$ cat src/rtl/ramb_s2_s4_fifo_ctrl.sv
// FIFO controller for a 2048x2 (write) / 1024x4 (read) dual-port block RAM.
// Optional sticky OVERFLOW/UNDERFLOW flags are enabled by defining RAMB_FIFO_ERR_FLAGS_EN.
module ramb_s2_s4_fifo_ctrl #(
  parameter logic [11:0] AFULL_THRESH  = 12'd1984,
  parameter logic [11:0] AEMPTY_THRESH = 12'd4
) (
  input  logic        CLK,
  input  logic        RST_N,
  input  logic        WR_EN,
  input  logic [1:0]  DIN,
  input  logic        RD_EN,
  output logic [3:0]  DOUT,
  output logic        DOUT_VALID,
  output logic        FULL,
  output logic        EMPTY,
  output logic        PROG_FULL,
  output logic        PROG_EMPTY,
  output logic [11:0] LEVEL,
  output logic [10:0] ADDRA,
  output logic [1:0]  DIA,
  output logic        ENA,
  output logic        WEA,
  output logic [9:0]  ADDRB,
  output logic        ENB,
  output logic        WEB,
  input  logic [3:0]  DOB_RAM
`ifdef RAMB_FIFO_ERR_FLAGS_EN
  ,
  input  logic        ERR_CLR,
  output logic        OVERFLOW,
  output logic        UNDERFLOW
`endif
);

  logic [10:0] wr_ptr;
  logic [9:0]  rd_ptr;
  logic        wr_acc;
  logic        rd_acc;
  logic [12:0] level_next;
  logic        rd_vld_p0;

  assign wr_acc = WR_EN & ~FULL;
  assign rd_acc = RD_EN & ~EMPTY;

  assign ENA   = wr_acc;
  assign WEA   = wr_acc;
  assign ADDRA = wr_ptr;
  assign DIA   = DIN;
  assign ENB   = rd_acc;
  assign ADDRB = rd_ptr;
  assign WEB   = 1'b0;

  // A read is only accepted with LEVEL >= 2, so the subtraction cannot go negative.
  assign level_next = {1'b0, LEVEL} + {12'd0, wr_acc} - {11'd0, rd_acc, 1'b0};

  // Pointers, level and flags (flags registered from level_next)
  always_ff @(posedge CLK or negedge RST_N) begin
    if (!RST_N) begin
      wr_ptr     <= '0;
      rd_ptr     <= '0;
      LEVEL      <= '0;
      FULL       <= 1'b0;
      EMPTY      <= 1'b1;
      PROG_FULL  <= 1'b0;
      PROG_EMPTY <= 1'b1;
    end else begin
      if (wr_acc) wr_ptr <= wr_ptr + 11'd1;
      if (rd_acc) rd_ptr <= rd_ptr + 10'd1;
      LEVEL      <= level_next[11:0];
      FULL       <= (level_next == 13'd2048);
      EMPTY      <= (level_next < 13'd2);
      PROG_FULL  <= (level_next >= {1'b0, AFULL_THRESH});
      PROG_EMPTY <= (level_next <= {1'b0, AEMPTY_THRESH});
    end
  end

  // Stage p0: RAM registers DOB; stage p1: controller captures it into DOUT
  always_ff @(posedge CLK or negedge RST_N) begin
    if (!RST_N) begin
      rd_vld_p0  <= 1'b0;
      DOUT_VALID <= 1'b0;
      DOUT       <= '0;
    end else begin
      rd_vld_p0  <= rd_acc;
      DOUT_VALID <= rd_vld_p0;
      if (rd_vld_p0) DOUT <= DOB_RAM;
    end
  end

`ifdef RAMB_FIFO_ERR_FLAGS_EN
  // Set wins over a simultaneous clear.
  always_ff @(posedge CLK or negedge RST_N) begin
    if (!RST_N) begin
      OVERFLOW  <= 1'b0;
      UNDERFLOW <= 1'b0;
    end else begin
      OVERFLOW  <= (WR_EN & FULL)  | (OVERFLOW  & ~ERR_CLR);
      UNDERFLOW <= (RD_EN & EMPTY) | (UNDERFLOW & ~ERR_CLR);
    end
  end
`endif

endmodule

$ cat config.mk
export PLATFORM = sky130hd
export DESIGN_NAME = ramb_s2_s4_fifo_ctrl
export DESIGN_NICKNAME = d
export VERILOG_FILES = /design/src/rtl/ramb_s2_s4_fifo_ctrl.sv
export SDC_FILE = /design/constraint.sdc
export NUM_CORES = 1
export LEC_CHECK = 0
export CORE_MARGIN = 2
export CORE_UTILIZATION = 49
export CTS_CLUSTER_DIAMETER = 200
export DETAILED_ROUTE_END_ITERATION = 7
export GPL_ROUTABILITY_DRIVEN = 0
export PLACE_DENSITY = 0.79
export SETUP_SLACK_MARGIN = 0.4
export SYNTH_ARGS = -nofsm -noshare
export SYNTH_HDL_FRONTEND = slang
export SYNTH_SLANG_ARGS = --single-unit
$ cat constraint.sdc
create_clock -name CLK -period 3.3 [get_ports CLK]
set_input_delay 0.66 -clock CLK [delete_from_list [all_inputs] [get_ports CLK]]
set_output_delay 0.66 -clock CLK [all_outputs]
set_load 0.01 [all_outputs]
==> run summary, run 1 <==
outcome = finished, final reports clean
pin count of the biggest net entering global routing = 44
EDFF count, synth = 0
drt drc = 0
Synth Cell Area = 2370 µm²
Pint = 2350 µW
initial DRC count = 74
area of the multi-input gates = 1260 µm²
CTS tree = yes
die area = 5400 µm²
Post-DRT Antenna Nets = 0
yosys warns = 0
H-tree levels = 2
worst rel slew slack = 0.377
kind of critical path = in -> reg
VDD IR max = 0.000706 V
Design Power = 4200 µW
final non-filler cell total = 343
dpl hpwl = 3550 µm
fin. max-slew vios = 0
clk_skew = 4.84 ps
Hold-fix buffers, CTS = 0
DR WL/cell = 15.0 µm
Syn Nets = 252
Final nets = 313
# IOs = 58
placed insts = 332
Psw = 1850 µW
final-report setup violation count = 0
Worst-path clk slew = 80 ps
Max-cap violations = 0
first-pass GRT wire length = 7870 µm
Tightest Hold Check Type = reg -> reg
min cycle time layout = 2820 ps
Vias = 1896
clock root cell = clkbuf_8
Cell Rows = 25
sequential power share = 0.216
Synth area leader = dfrtp_1
top cells by area, synth = dfrtp_1 43%, ha_1 7.9%, xnor2_1 6.7%, inv_1 3.0%, xor2_1 3.0%
Core Footprint = 4690 µm²
Synth-to-Final Area Change = 36.1%
fillcell total = 342
final worst-path cycle share = 0.855
DR pass1 iterations = 4
hold_ws = 483 ps
top fanout value on the critical path = 4
Fmax = 354 MHz
Startpoint Class = input port
Net Sw Frac = 0.440
clock power share = 0.114
Leak = 0.00138 µW
pwr dens = 1300 nW/µm²
worst path required time = 3470 ps
final hold violation count = 0
Max clock buf depth = 2
Die W = 73.5 µm
Critical Path AT = 3000 ps
gr usage total = 0.185
Ant. Diodes = 0
FF/Latch Area = 1080 µm²
post-synthesis sequential area ratio = 0.456
Total Wirelength = 5140 µm
clock sinks = 43
pre-CTS setup slack = -122 ps
Synth Register Bits = 43
unrepaired setup endpoints after global routing = no
Worst Setup End Kind = flip-flop
post-synth cell types = 48
clock latency on the worst-skew pair = 290 ps
die height = 73.5 µm
asr flop ratio synth = 1.00
grt total ovfl = 0
Cells after Synth = 227
CTS Buf Count = 5
Top FF cell, synth = dfrtp_1
vias per cell = 5.53
Starting Density = 0.504
worst-margin pin slew = 934 ps
initial antenna violation count = 0
Buffers on Ports = 52
combinational share of power = 0.669
layout cells sized above 1 = 0.173
Yosys top cell area share = 0.434
vias in the first global route = 1820
syn_area_per_cell = 10.4 µm²
setup slack after layout = 477 ps
-- worst max-delay path, cell delays in order --
cell and delay [ps]:
clkdlybuf4s50_1 390, nor2b_2 160, ha_2 190, buf_4 140
nor3_2 300, o211ai_1 160, a21boi_0 280, xor2_1 300
inv_1 130, a311o_1 290
-- routing by layer --
| metal | vias up | global-route usage | wire length (µm) |
|---|---|---|---|
| met1 | 905 | 0.235 | 2320 |
| met4 | 0 | 0.0687 | 130 |
| met2 | 62 | 0.315 | 2470 |
| met5 | - | 0 | 0 |
| li1 | 916 | - | - |
| met3 | 13 | 0.0329 | 222 |
-- metrics by stage --
| step | instance area [µm²] | setup TNS [ps] | util |
|---|---|---|---|
| 6_report | 3220 | 0 | 0.686 |
| 5_1_grt | 3220 | 0 | 0.686 |
| 4_1_cts | 3190 | 0 | 0.681 |
| 3_5_place_dp | 2970 | -473 | 0.634 |
| 3_3_place_gp | 2970 | -229 | 0.634 |
| 2_1_floorplan | 2380 | 0 | - |
-- synth_stat cells, drive strengths merged (2+ instances only) --
cell type / n
dfrtp: 41
inv: 19
xnor2: 18
ha: 15
nand2: 14
a21oi: 11
nand3: 9
nor2: 9
xor2: 8
buf: 7
nand4: 7
mux2: 6
nor2b: 5
o211ai: 5
o21a: 5
clkbuf: 4
nor3: 4
nor4: 3
o21ai: 3
a2111oi: 2
a211oi: 2
a21o: 2
a311oi: 2
a31oi: 2
and3: 2
and4: 2
dfstp: 2
nand2b: 2
nor3b: 2
-- flip-flops by register name (all words and copies together) (netlist names) --
register	count
ADDRB	10
EMPTY	1
LEVEL	12
FULL	1
rd_vld_p0	1
ADDRA	11
DOUT	4
PROG_FULL	1
PROG_EMPTY	1
DOUT_VALID	1
-- worst paths after layout --
path / startpoint / endpoint / slack (ps) / depth (start not counted)
min: ADDRA[10]$_DFFE_PN0N_ / ADDRA[10]$_DFFE_PN0N_ / 480 / 1
min in group asynchronous: RST_N / ADDRB[8]$_DFFE_PN0P_ / 500 / 1
max in group asynchronous: RST_N / LEVEL[0]$_DFF_PN0_ / 2210 / 1
max reg2reg: LEVEL[6]$_DFF_PN0_ / EMPTY$_DFF_PN1_ / 600 / 9
max: WR_EN / PROG_FULL$_DFF_PN0_ / 480 / 10
min reg2reg: ADDRA[10]$_DFFE_PN0N_ / ADDRA[10]$_DFFE_PN0N_ / 480 / 1
-- layout make-up --
cell class | instances | area share
inverter | 19 | 0.0221
clock inverter | 2 | 0.0186
multi-input combinational | 154 | 0.391
sequential | 43 | 0.335
timing repair buffer | 65 | 0.190
clock buffer | 6 | 0.0225
tap | 54 | 0.0210
-- cells by family (layout without fill, tap and decap cells) --
| group | count (synthesis) | count (layout) | synth area share |
|---|---|---|---|
| AO/OA/AOI/OAI | 41 | 41 | 0.121 |
| other | 1 | 1 | 0.00158 |
| multiplexers | 7 | 7 | 0.0328 |
| XOR/XNOR | 26 | 26 | 0.0962 |
| flip-flops | 43 | 43 | 0.456 |
| AND/OR/NAND/NOR | 64 | 64 | 0.155 |
| adder cells (fa/ha/maj) | 15 | 15 | 0.0793 |
| buffers and inverters | 30 | 92 | 0.0576 |
-- cells in the final DEF, fill, tap and decap left out, types with 2 or more instances in the layout --
master / netlist / routed
nor2b_1: 5 / 2
dfrtp_1: 41 / 41
clkbuf_8: 0 / 5
a31oi_1: 2 / 2
o21a_1: 5 / 5
a211oi_1: 2 / 2
nor3b_1: 2 / 2
bufinv_16: 0 / 2
a21oi_1: 11 / 10
ha_1: 15 / 12
o21ai_0: 3 / 3
buf_4: 6 / 13
clkdlybuf4s50_1: 0 / 50
o211ai_1: 4 / 4
inv_1: 19 / 18
nor2b_4: 0 / 2
nor4_2: 0 / 2
xnor2_1: 18 / 18
a21o_1: 2 / 2
nand4_1: 7 / 7
nor3_1: 4 / 3
dfstp_2: 2 / 2
nand2_1: 13 / 13
xor2_1: 8 / 8
mux2_2: 6 / 6
nor2_1: 9 / 9
ha_4: 0 / 2
nand2b_1: 2 / 2
nand3_1: 9 / 9
a2111oi_2: 0 / 2
and3_1: 2 / 2
-- power by group through the flow --
stage	Clock, µW	Sequential [µW]	Combinational (µW)
after floorplan	0	963	1580
after global placement	0	908	2490
after detailed placement	0	913	2520
after CTS	490	908	2750
after global routing	505	934	3020
final	480	908	2810
-- what timing repair did --
item	4_1_cts	5_1_grt
setup endpoints to repair	5	4
gates resized for setup	18	3
buffers inserted	1	2
pin swaps	8	2
Power figures use the tool's default switching activity.
==> run 2, diff against run 1 <==
--- a/config.mk
+++ b/config.mk
@@ -12,6 +12,7 @@
 export GPL_ROUTABILITY_DRIVEN = 0
 export PLACE_DENSITY = 0.79
 export SETUP_SLACK_MARGIN = 0.4
+export SLEW_MARGIN = 5
 export SYNTH_ARGS = -nofsm -noshare
 export SYNTH_HDL_FRONTEND = slang
 export SYNTH_SLANG_ARGS = --single-unit
==> results of run 2 <==
The final DEF is identical to that of run 1; final timing and power are the same.
